[src/rtl/ad9361_init_seq_if.sv]
// ---------------------------------------------------------------------------
// ad9361_init_seq_if
//   Request/response bundle between the AD9361 bring-up sequencer and the
//   AD9361 SPI register driver.
//
//   Signals
//     spi_addr      10  register address            (sequencer -> driver)
//     spi_wdata      8  write data                  (sequencer -> driver)
//     spi_wr_rdn     1  1 = write, 0 = read         (sequencer -> driver)
//     spi_en         1  level request               (sequencer -> driver)
//     spi_rdata      8  read data                   (driver -> sequencer)
//     spi_rdata_en   1  read data strobe            (driver -> sequencer)
//     spi_busy       1  frame in progress           (driver -> sequencer)
//
//   Modports
//     master  the sequencer side (drives the request)
//     slave   the SPI driver side (answers the request)
// ---------------------------------------------------------------------------
interface ad9361_init_seq_if;
    logic [9:0] spi_addr;
    logic [7:0] spi_wdata;
    logic       spi_wr_rdn;
    logic       spi_en;
    logic [7:0] spi_rdata;
    logic       spi_rdata_en;
    logic       spi_busy;

    modport master (
        output spi_addr,
        output spi_wdata,
        output spi_wr_rdn,
        output spi_en,
        input  spi_rdata,
        input  spi_rdata_en,
        input  spi_busy
    );

    modport slave (
        input  spi_addr,
        input  spi_wdata,
        input  spi_wr_rdn,
        input  spi_en,
        output spi_rdata,
        output spi_rdata_en,
        output spi_busy
    );
endinterface

[src/rtl/ad9361_init_seq.sv]
// ---------------------------------------------------------------------------
// ad9361_init_seq
//   Table-driven AD9361 bring-up sequencer. Walks a command ROM from index 0
//   and executes each 32-bit command through the AD9361 SPI register driver:
//   register writes, register reads, masked polls and timed delays.
//
//   Command word: op[31:30] addr[29:20] data[19:12] mask[11:4] rsvd[3:0]
//     op 00 WRITE  addr <= data
//     op 01 READ   addr -> rd_data, rd_vld pulse
//     op 10 POLL   read addr until (rdata & mask) == (data & mask)
//     op 11 DELAY  {addr,data} * DLY_TICK cycles; a count of 0 is END
//
//   Parameters
//     ROM_AW    ROM address width (table depth 2**ROM_AW)
//     DLY_TICK  sys_clk cycles per DELAY count unit
//     POLL_MAX  POLL attempts before error (timeout build only)
//
//   Ports
//     sys_clk, sys_rst_n   clock, synchronous active-low reset
//     start                1-cycle pulse, runs the table from index 0
//     busy                 high from start accept until done/error
//     done                 1-cycle pulse when the table end is reached
//     error                sticky until next start, POLL timed out
//     cmd_idx              index of the command executing / failed
//     rd_data, rd_vld      last READ/POLL result, pulse on READ update
//     rom_addr, rom_data   command ROM (data valid 1 cycle after address)
//     spi                  SPI driver request side (master modport)
//
//   Build option
//     AD9361_SEQ_TIMEOUT_EN  when defined, a POLL gives up after POLL_MAX
//                            mismatching reads and the sequencer raises
//                            error. When undefined, a POLL retries forever
//                            and error is tied low.
// ---------------------------------------------------------------------------
module ad9361_init_seq #(
    parameter int ROM_AW   = 6,
    parameter int DLY_TICK = 20,
    parameter int POLL_MAX = 255
) (
    input  logic              sys_clk,
    input  logic              sys_rst_n,
    input  logic              start,
    output logic              busy,
    output logic              done,
    output logic              error,
    output logic [ROM_AW-1:0] cmd_idx,
    output logic [7:0]        rd_data,
    output logic              rd_vld,
    output logic [ROM_AW-1:0] rom_addr,
    input  logic [31:0]       rom_data,
    ad9361_init_seq_if.master spi
);

    localparam logic [1:0] OP_WRITE = 2'b00;
    localparam logic [1:0] OP_READ  = 2'b01;
    localparam logic [1:0] OP_POLL  = 2'b10;
    localparam logic [1:0] OP_DELAY = 2'b11;

    localparam int                TICK_W     = (DLY_TICK > 1) ? $clog2(DLY_TICK) : 1;
    localparam logic [TICK_W-1:0] TICK_LAST  = TICK_W'(DLY_TICK - 1);
    // The cycle that loads the delay counter is counted as the first tick
    // cycle, so the whole wait including that cycle is count*DLY_TICK.
    localparam logic [TICK_W-1:0] TICK_FIRST = (DLY_TICK > 1) ? TICK_W'(1) : '0;
    localparam logic [ROM_AW-1:0] IDX_LAST   = '1;

    typedef enum logic [3:0] {
        S_IDLE,
        S_FETCH,
        S_DECODE,
        S_SPI_REQ,
        S_SPI_ACK,
        S_SPI_WAIT,
        S_CHECK,
        S_DELAY,
        S_NEXT,
        S_DONE,
        S_ERR
    } state_t;

    state_t            state;

    logic [1:0]        cmd_op;
    logic [7:0]        cmd_mask;

    logic [9:0]        spi_addr_r;
    logic [7:0]        spi_wdata_r;
    logic              spi_wr_rdn_r;
    logic              spi_en_r;

    logic [7:0]        cap_data;
    logic              cap_vld;

    logic [17:0]       dly_units;
    logic [TICK_W-1:0] dly_tick;
    logic              dly_retry;

    logic              poll_match;

`ifdef AD9361_SEQ_TIMEOUT_EN
    localparam logic [7:0] POLL_LAST = 8'(POLL_MAX - 1);
    logic [7:0]        poll_cnt;
    logic              error_r;

    assign error = error_r;
`else
    logic              unused_cfg;

    assign error      = 1'b0;
    assign unused_cfg = (POLL_MAX > 0);
`endif

    logic              unused_rsvd;
    assign unused_rsvd = ^rom_data[3:0];

    assign spi.spi_addr   = spi_addr_r;
    assign spi.spi_wdata  = spi_wdata_r;
    assign spi.spi_wr_rdn = spi_wr_rdn_r;
    assign spi.spi_en     = spi_en_r;

    // Only the bits selected by the mask take part in the POLL comparison.
    assign poll_match = ((cap_data ^ spi_wdata_r) & cmd_mask) == 8'h00;

    // Sequencer state machine. All outputs are registered here; done and
    // rd_vld default low every cycle so they form single-cycle pulses.
    always_ff @(posedge sys_clk) begin
        if (!sys_rst_n) begin
            state        <= S_IDLE;
            busy         <= 1'b0;
            done         <= 1'b0;
            rd_vld       <= 1'b0;
            rd_data      <= 8'h00;
            cmd_idx      <= '0;
            rom_addr     <= '0;
            cmd_op       <= OP_WRITE;
            cmd_mask     <= 8'h00;
            spi_addr_r   <= 10'h000;
            spi_wdata_r  <= 8'h00;
            spi_wr_rdn_r <= 1'b1;
            spi_en_r     <= 1'b0;
            cap_data     <= 8'h00;
            cap_vld      <= 1'b0;
            dly_units    <= 18'd0;
            dly_tick     <= '0;
            dly_retry    <= 1'b0;
`ifdef AD9361_SEQ_TIMEOUT_EN
            poll_cnt     <= 8'd0;
            error_r      <= 1'b0;
`endif
        end else begin
            done   <= 1'b0;
            rd_vld <= 1'b0;

            case (state)
                S_IDLE: begin
                    if (start) begin
                        busy     <= 1'b1;
                        cmd_idx  <= '0;
                        rom_addr <= '0;
`ifdef AD9361_SEQ_TIMEOUT_EN
                        error_r  <= 1'b0;
`endif
                        state    <= S_FETCH;
                    end
                end

                // The ROM address was set on the way in; this cycle lets the
                // synchronous ROM present the word for DECODE.
                S_FETCH: begin
                    state <= S_DECODE;
                end

                S_DECODE: begin
                    cmd_op   <= rom_data[31:30];
                    cmd_mask <= rom_data[11:4];
                    case (rom_data[31:30])
                        OP_DELAY: begin
                            if (rom_data[29:12] == 18'd0) begin
                                done  <= 1'b1;
                                busy  <= 1'b0;
                                state <= S_DONE;
                            end else begin
                                dly_units <= rom_data[29:12];
                                dly_tick  <= TICK_FIRST;
                                dly_retry <= 1'b0;
                                state     <= S_DELAY;
                            end
                        end
                        default: begin
                            spi_addr_r   <= rom_data[29:20];
                            spi_wdata_r  <= rom_data[19:12];
                            spi_wr_rdn_r <= (rom_data[31:30] == OP_WRITE);
                            spi_en_r     <= 1'b1;
                            cap_vld      <= 1'b0;
`ifdef AD9361_SEQ_TIMEOUT_EN
                            poll_cnt     <= 8'd0;
`endif
                            state        <= S_SPI_REQ;
                        end
                    endcase
                end

                // Hold the request until the driver shows it has taken it;
                // the request drops on the same edge busy is seen.
                S_SPI_REQ: begin
                    if (spi.spi_busy) begin
                        spi_en_r <= 1'b0;
                        state    <= S_SPI_ACK;
                    end
                end

                S_SPI_ACK: begin
                    if (spi.spi_rdata_en && !cap_vld) begin
                        cap_data <= spi.spi_rdata;
                        cap_vld  <= 1'b1;
                    end
                    state <= S_SPI_WAIT;
                end

                // Reads finish only once both the data strobe has been seen
                // and the driver has dropped busy, whichever comes last.
                S_SPI_WAIT: begin
                    if (spi.spi_rdata_en && !cap_vld) begin
                        cap_data <= spi.spi_rdata;
                        cap_vld  <= 1'b1;
                    end
                    if (!spi.spi_busy && (spi_wr_rdn_r || cap_vld || spi.spi_rdata_en)) begin
                        state <= S_CHECK;
                    end
                end

                S_CHECK: begin
                    case (cmd_op)
                        OP_READ: begin
                            rd_data <= cap_data;
                            rd_vld  <= 1'b1;
                            state   <= S_NEXT;
                        end
                        OP_POLL: begin
                            rd_data <= cap_data;
                            if (poll_match) begin
                                state <= S_NEXT;
                            end
`ifdef AD9361_SEQ_TIMEOUT_EN
                            else if (poll_cnt == POLL_LAST) begin
                                error_r <= 1'b1;
                                busy    <= 1'b0;
                                state   <= S_ERR;
                            end
`endif
                            else begin
`ifdef AD9361_SEQ_TIMEOUT_EN
                                poll_cnt  <= poll_cnt + 8'd1;
`endif
                                dly_units <= 18'd1;
                                dly_tick  <= TICK_FIRST;
                                dly_retry <= 1'b1;
                                state     <= S_DELAY;
                            end
                        end
                        default: begin
                            state <= S_NEXT;
                        end
                    endcase
                end

                // Count units of DLY_TICK cycles. A POLL retry returns
                // straight to the SPI request instead of the next command.
                S_DELAY: begin
                    if (dly_tick == TICK_LAST) begin
                        dly_tick <= '0;
                        if (dly_units == 18'd1) begin
                            if (dly_retry) begin
                                spi_en_r <= 1'b1;
                                cap_vld  <= 1'b0;
                                state    <= S_SPI_REQ;
                            end else begin
                                state <= S_NEXT;
                            end
                        end else begin
                            dly_units <= dly_units - 18'd1;
                        end
                    end else begin
                        dly_tick <= dly_tick + TICK_W'(1);
                    end
                end

                // Running off the last table entry ends the run; the index
                // never wraps back to 0.
                S_NEXT: begin
                    if (cmd_idx == IDX_LAST) begin
                        done  <= 1'b1;
                        busy  <= 1'b0;
                        state <= S_DONE;
                    end else begin
                        cmd_idx  <= cmd_idx + 1'b1;
                        rom_addr <= cmd_idx + 1'b1;
                        state    <= S_FETCH;
                    end
                end

                S_DONE: begin
                    state <= S_IDLE;
                end

                S_ERR: begin
                    state <= S_IDLE;
                end

                default: begin
                    state <= S_IDLE;
                end
            endcase
        end
    end

endmodule

[src/flat_wrapper.sv]
// flat-port wrapper written by rule: the top's interface ports become plain ports
module ad9361_init_seq_flat 
#(
    parameter int ROM_AW   = 6,
    parameter int DLY_TICK = 20,
    parameter int POLL_MAX = 255
)
  (sys_clk, sys_rst_n, start, busy, done, error, cmd_idx, rd_data, rd_vld, rom_addr, rom_data, spi_spi_addr, spi_spi_wdata, spi_spi_wr_rdn, spi_spi_en, spi_spi_rdata, spi_spi_rdata_en, spi_spi_busy);
  ad9361_init_seq_if spi_i ();
  input  logic sys_clk;
  input  logic sys_rst_n;
  input  logic start;
  output logic busy;
  output logic done;
  output logic error;
  output logic [ROM_AW-1:0] cmd_idx;
  output logic [7:0] rd_data;
  output logic rd_vld;
  output logic [ROM_AW-1:0] rom_addr;
  input  logic [31:0] rom_data;
  output wire logic [$bits(spi_i.spi_addr)-1:0] spi_spi_addr;
  output wire logic [$bits(spi_i.spi_wdata)-1:0] spi_spi_wdata;
  output wire logic [$bits(spi_i.spi_wr_rdn)-1:0] spi_spi_wr_rdn;
  output wire logic [$bits(spi_i.spi_en)-1:0] spi_spi_en;
  input wire logic [$bits(spi_i.spi_rdata)-1:0] spi_spi_rdata;
  input wire logic [$bits(spi_i.spi_rdata_en)-1:0] spi_spi_rdata_en;
  input wire logic [$bits(spi_i.spi_busy)-1:0] spi_spi_busy;
  assign spi_spi_addr = spi_i.spi_addr;
  assign spi_spi_wdata = spi_i.spi_wdata;
  assign spi_spi_wr_rdn = spi_i.spi_wr_rdn;
  assign spi_spi_en = spi_i.spi_en;
  assign spi_i.spi_rdata = spi_spi_rdata;
  assign spi_i.spi_rdata_en = spi_spi_rdata_en;
  assign spi_i.spi_busy = spi_spi_busy;
  ad9361_init_seq #(.ROM_AW(ROM_AW), .DLY_TICK(DLY_TICK), .POLL_MAX(POLL_MAX)) u_core (.sys_clk(sys_clk), .sys_rst_n(sys_rst_n), .start(start), .busy(busy), .done(done), .error(error), .cmd_idx(cmd_idx), .rd_data(rd_data), .rd_vld(rd_vld), .rom_addr(rom_addr), .rom_data(rom_data), .spi(spi_i));
endmodule
[config.mk]
export PLATFORM = sky130hd
export DESIGN_NAME = ad9361_init_seq_flat
export DESIGN_NICKNAME = d
export VERILOG_FILES = /design/src/rtl/ad9361_init_seq_if.sv /design/src/rtl/ad9361_init_seq.sv /design/src/flat_wrapper.sv
export SDC_FILE = /design/constraint.sdc
export NUM_CORES = 1
export LEC_CHECK = 0
export CORE_MARGIN = 2
export CORE_UTILIZATION = 50
export DETAILED_ROUTE_END_ITERATION = 8
export PLACE_DENSITY_LB_ADDON = 0.05
export SLEW_MARGIN = 5
export SYNTH_ARGS = -nofsm -noshare
export SYNTH_HDL_FRONTEND = slang
export SYNTH_SLANG_ARGS = --single-unit
[constraint.sdc]
create_clock -name sys_clk -period 2.65 [get_ports sys_clk]
set_clock_uncertainty 0.15 [all_clocks]
set_input_delay 0.6625 -clock sys_clk [delete_from_list [all_inputs] [get_ports sys_clk]]
set_output_delay 0.6625 -clock sys_clk [all_outputs]
set_load 0.05 [all_outputs]
Word-level counts from Yosys, hierarchy flattened. Index checks and enable logic that the tools add are counted.

Input port bits: 45. Bits in registers: 84.

Muxes and demuxes: 55. Reductions and logical operators: 30. Bitwise gates (word level): 3. $add $sub $neg: 3. Eq/ne operators: 30.

Operator list (number): two-way mux 18 bit (6); one-hot mux 18 bit (3 select lines) (1); two-way mux 4 bit (11); one-hot mux 4 bit (9 select lines) (1); two-way mux 5 bit (5); two-way mux 1 bit (22); AND reduction 5 bit (4); equality test 18 x 1 -> 1 bit, second input constant (1); logical NOT 18 bit (1); inequality test 2 x 1 -> 1 bit, second input constant (9); subtractor 18 x 1 -> 18 bit, second input constant (1); equality test 4 x 3 -> 1 bit, second input constant (4); one-hot mux 5 bit (3 select lines) (1); inequality test 2 bit, second input constant (7); two-way mux 6 bit (2); one-hot mux 6 bit (2 select lines) (1); AND reduction 6 bit (2); nonzero test 3 bit (4); one-hot mux 1 bit (3 select lines) (3); AND 8 bit (1); equality test 4 x 2 -> 1 bit, second input constant (2); logical NOT 8 bit (1); AND reduction 2 bit (4); XOR 8 bit (1); other kinds (19) (26).

Longest topological paths before layout.
Depth in word-level cells: 6. Gate-level depth with buffers: 10.

Least setup slack after synthesis. No wires, ideal clock.

Kind: input -> register. Start point: input rom_data[15]. End point: register u_core.dly_tick[1]. Path buffers: 0. Data arrival time: 2.100 ns. Cell stages on the path: 6. Path slack: 0.274 ns. Cells stage by stage: or4_4 -> nor4_4 -> a2111oi_0 -> o22ai_2 -> mux2i_1 -> nor2_1.

Cells in the longest elaborated chain, start to end: 3.

Ends and longest elaborated chain: from (decl) (line flat_wrapper.sv:20) `input logic [31:0] rom_data;`; logical NOT 18 bit (line ad9361_init_seq.sv:177) `if (rom_data[29:12] == 18'd0) begin`; inequality test 2 bit (no source line); AND reduction 5 bit (no source line); to (signal assigned) (line ad9361_init_seq.sv:283) `dly_tick <= dly_tick + TICK_W'(1);`; to (decl) (line ad9361_init_seq.sv:94) `logic [TICK_W-1:0] dly_tick;`.

Every way passes these cells. A chain may end at the register's enable or synchronous reset.

Worst setup path in the final report.
Start point: input rom_data[23]. End point: register u_core.dly_units[10].

Cells in the longest elaborated chain, start to end: 3.

Ends and longest elaborated chain: logical NOT 18 bit (line ad9361_init_seq.sv:177); inequality test 2 bit (no source line); AND reduction 7 bit (no source line); to (signal assigned) (line ad9361_init_seq.sv:182) `dly_units <= rom_data[29:12];`; to (signal assigned) (line ad9361_init_seq.sv:280) `dly_units <= dly_units - 18'd1;`; to (decl) (line ad9361_init_seq.sv:93) `logic [17:0] dly_units;`.

Every way passes these cells.

==> results.txt <==
The tools report the number of setup violations in the final report as 0. The clock passes through at most 2 buffers. The distinct cell type count after synthesis is 72, and the H-tree depth is 3. The worst setup path is of the input pin to register kind. Routability-driven placement finished with a final weighted congestion of 0.952. The most used flip-flop cell after synthesis is dfxtp_1. From left edge to right edge, the die measures 97.0 µm. The logs give 0 for the number of synthesis warnings and 2760 ps for the worst path required time.

The ratio of cells with drive above 1 in the final layout is 14.0%, and the final hold slack is 309 ps. In this run the count of I/O pins placed on the die edge is 89. The number of synthesized flops with an enable pin is 0, and the highest attainable clock frequency is 384 MHz. The worst relative slew slack was 63.6%. The total overflow left after global routing is 0. The post-layout instance area was 0.00568 mm²; the signed area change from the synthesized netlist to the final layout was 31.3%.

For the core footprint, the log shows 0.00830 mm². Counting flops with an async set or reset pin after synthesis yields a share of 0%. TritonCTS built the clock tree. The iteration-0 DRC count of the detailed router is 253, and the core occupancy in the finished layout is 68.4%. The tree is rooted in a clkbuf_8. After clock tree synthesis, the clock-pin slew on the worst setup and hold paths is 90 ps.

The run gives 0 as the number of max-cap violations. During placement, the flow inserted port buffers numbering 83. After filler insertion, the fill cell instance count of the layout stands at 703.

Synthesis produced a netlist with a net count of 582. The net count of the finished layout is 682. The number of buffers created by CTS is 9, and the final routed wirelength across all metal layers is 12300 µm. The logs give 4074 for the number of global-route vias before repair and 0 for the max-slew violation total from the final report.

The wire-length estimate of the detail-placed layout is 9010 µm. After technology mapping, the gate count stands at 531. The netlist area before placement came out at 0.00433 mm².

Global routing used 25.6% of the available tracks. For the pin with the worst max-slew slack, the measured transition is 546 ps. The final cycle utilization of the critical path is 98.2%. Summing all placed instances gives a cell area of 0.00541 mm². The total via count after detailed routing is 4259, and the clock sink count is 84. In this run the mean area of a mapped cell was 8.15 µm². STA classifies the critical path endpoint as a register.

Entering global routing, the biggest net connects 28 pins. The detail route stage leaves a number of antenna-violating nets equal to 0. At the worst endpoint, the arrival time is 2710 ps. The first detailed-routing pass ran for 4 iterations. In the routed design, unresolved DRC markers number 0.

For this design the ratio of total power to cell area is 735 mW/mm². The post-synthesis sequential element count works out to 84. The floorplan has 33 rows.

The detail-routed via count per cell was 5.75. The sequential-to-total area share from yosys stat is 38.9%. The floorplan step set the die height to 97.0 µm.

At the later pin of the worst-skew pair, clock insertion delay measures 360 ps. The worst setup path is launched from an input pin. The clock period could shrink to 2600 ps.

The number of antenna violations at the first check in global routing was 0; the standby leakage power was 2.08 nW. The flow ran to the end, and the final reports show no timing, DRC or antenna violations. The multi-input combinational cells in the finished layout cover a total of 0.00245 mm². 0 antenna diodes ended up in the layout.

The total of hold buffers inserted after clock tree synthesis is 0, and the global-route wire length before repair is 19800 µm. In the final routed layout, each cell accounts on average for 16.6 µm. The area of the die came out at 0.00941 mm². The tools report the final count of hold timing violations as 0.

The min-delay analysis places its worst path in the category register to register. The sequential cell area is 0.00168 mm². For this configuration, the core starts out at a cell density of 52.1%.

The maximum resistive drop on vdd is 0.000439 V, and the maximum fanout encountered on the critical timing path is 6.
## layout make-up
| cell class | instances | share of cell area [%] |
|---|---|---|
| multi-input combinational | 396 | 43.2 |
| clock buffer | 10 | 2.25 |
| inverter | 12 | 0.793 |
| sequential | 84 | 29.6 |
| tap | 105 | 2.31 |
| clock inverter | 6 | 1.26 |
| timing repair buffer | 128 | 20.6 |
## cell usage in the layout, fill, tap and decap left out, drive strengths merged, types with 3 or more instances in the layout
cell,instances
clkdlybuf4s50,83
ha,6
and3,3
nor3,28
or4,5
o311ai,8
o31ai,10
xor2,15
nor2,51
nor4,5
buf,45
a22oi,6
o2bb2ai,3
inv,14
a21oi,49
mux2i,18
nand4,6
dfxtp,84
xnor2,3
nand2b,5
nand2,91
a41oi,3
a211oi,3
clkbuf,10
or3,7
nand3,10
and2,3
o21ai,19
## registers in the layout, indices dropped and copies added, names as in the netlist, 5 cells and up
name / count
u_core.spi.spi_wdata: 8
u_core.rd_data: 8
u_core.dly_tick: 5
u_core.rom_addr: 6
u_core.cap_data: 8
u_core.spi.spi_addr: 10
u_core.dly_units: 18
u_core.cmd_mask: 8
## synthesized netlist by cell type, types with 5 or more instances
master,instances,share of area (%)
dfxtp_1,84,39
xor2_1,15,3.0
mux2i_1,18,4.2
o311ai_0,8,1.6
a22oi_1,6,1.0
clkbuf_1,20,1.7
nor2_1,50,4.3
buf_4,7,1.2
nand4_1,6,0.87
inv_1,12,1.0
nand2b_1,5,0.72
nand3_1,8,0.93
ha_1,6,1.7
nand2_1,91,7.9
o21ai_0,18,2.1
o31ai_1,10,1.7
nor3_1,27,3.1
buf_2,9,1.0
a21oi_1,48,5.6
## critical path, stage by stage
cell             delay (ps)
clkdlybuf4s50_1         420
or4_4                   570
nor4_4                  210
buf_4                   200
nand3_4                 110
nand3_4                 120
buf_4                   150
nor4_1                   50
a31o_2                  220
## logic make-up after synthesis
logic type	after synthesis	synth area share, %
flops	84	38.9
mux	18	4.17
xor+xnor	18	3.64
compound gates	126	19.8
simple gates	227	25.7
fa+ha+maj	6	1.74
buf+inv	51	5.90
other cells	1	0.0867
## routing by layer
metal  vias to the layer above  global-route usage, %  wire length (µm)
li1                       2079                      -                 -
met1                      2005                   34.1              5500
met2                       151                   41.5              5760
met3                        24                   4.99               719
met4                         0                   8.99               277
met5                         -                      0                 0
## where the power goes
| part | total, mW | leakage (nW) | switching (mW) | internal, mW |
|---|---|---|---|---|
| logic | 1.66 | 1.31 | 1.00 | 0.664 |
| registers | 1.57 | 0.679 | 0.150 | 1.42 |
| clock network | 0.945 | 0.0935 | 0.500 | 0.444 |
| total | 4.18 | 2.08 | 1.65 | 2.52 |
## path summary, 6_finish.rpt
| kind | start | to | slack, ps | depth (start not counted) |
|---|---|---|---|---|
| worst max-delay path | rom_data[23] | u_core.dly_units[10]$_SDFFE_PN0P_ | 50 | 9 |
| worst min-delay path | u_core.spi.spi_addr[4]$_SDFFE_PN0P_ | u_core.spi.spi_addr[4]$_SDFFE_PN0P_ | 310 | 2 |
| worst max register to register | u_core.cap_data[0]$_SDFFE_PN0P_ | u_core.dly_units[13]$_SDFFE_PN0P_ | 330 | 7 |
| worst min register to register | u_core.spi.spi_addr[4]$_SDFFE_PN0P_ | u_core.spi.spi_addr[4]$_SDFFE_PN0P_ | 310 | 2 |
## through the flow
stage / worst slack, ps / setup TNS [ps] / total power [mW] / instances
after CTS: 1.94 / 0 / 4.16 / 740
after floorplan: 274 / 0 / 2.70 / 531
after global routing: -2.08 / -2.08 / 4.41 / 741
after detailed placement: -441 / -9420 / 3.21 / 724
final: 48.7 / 0 / 4.18 / 741
after global placement: -407 / -8410 / 3.18 / 724
## timing repair
item,CTS,global route
setup endpoints to repair,6,19
resized for setup,2,12
endpoints found under the hold margin,0,0
pin swaps,1,4
setup buffers,0,1
Note: power is estimated with default switching activity, not from simulation.
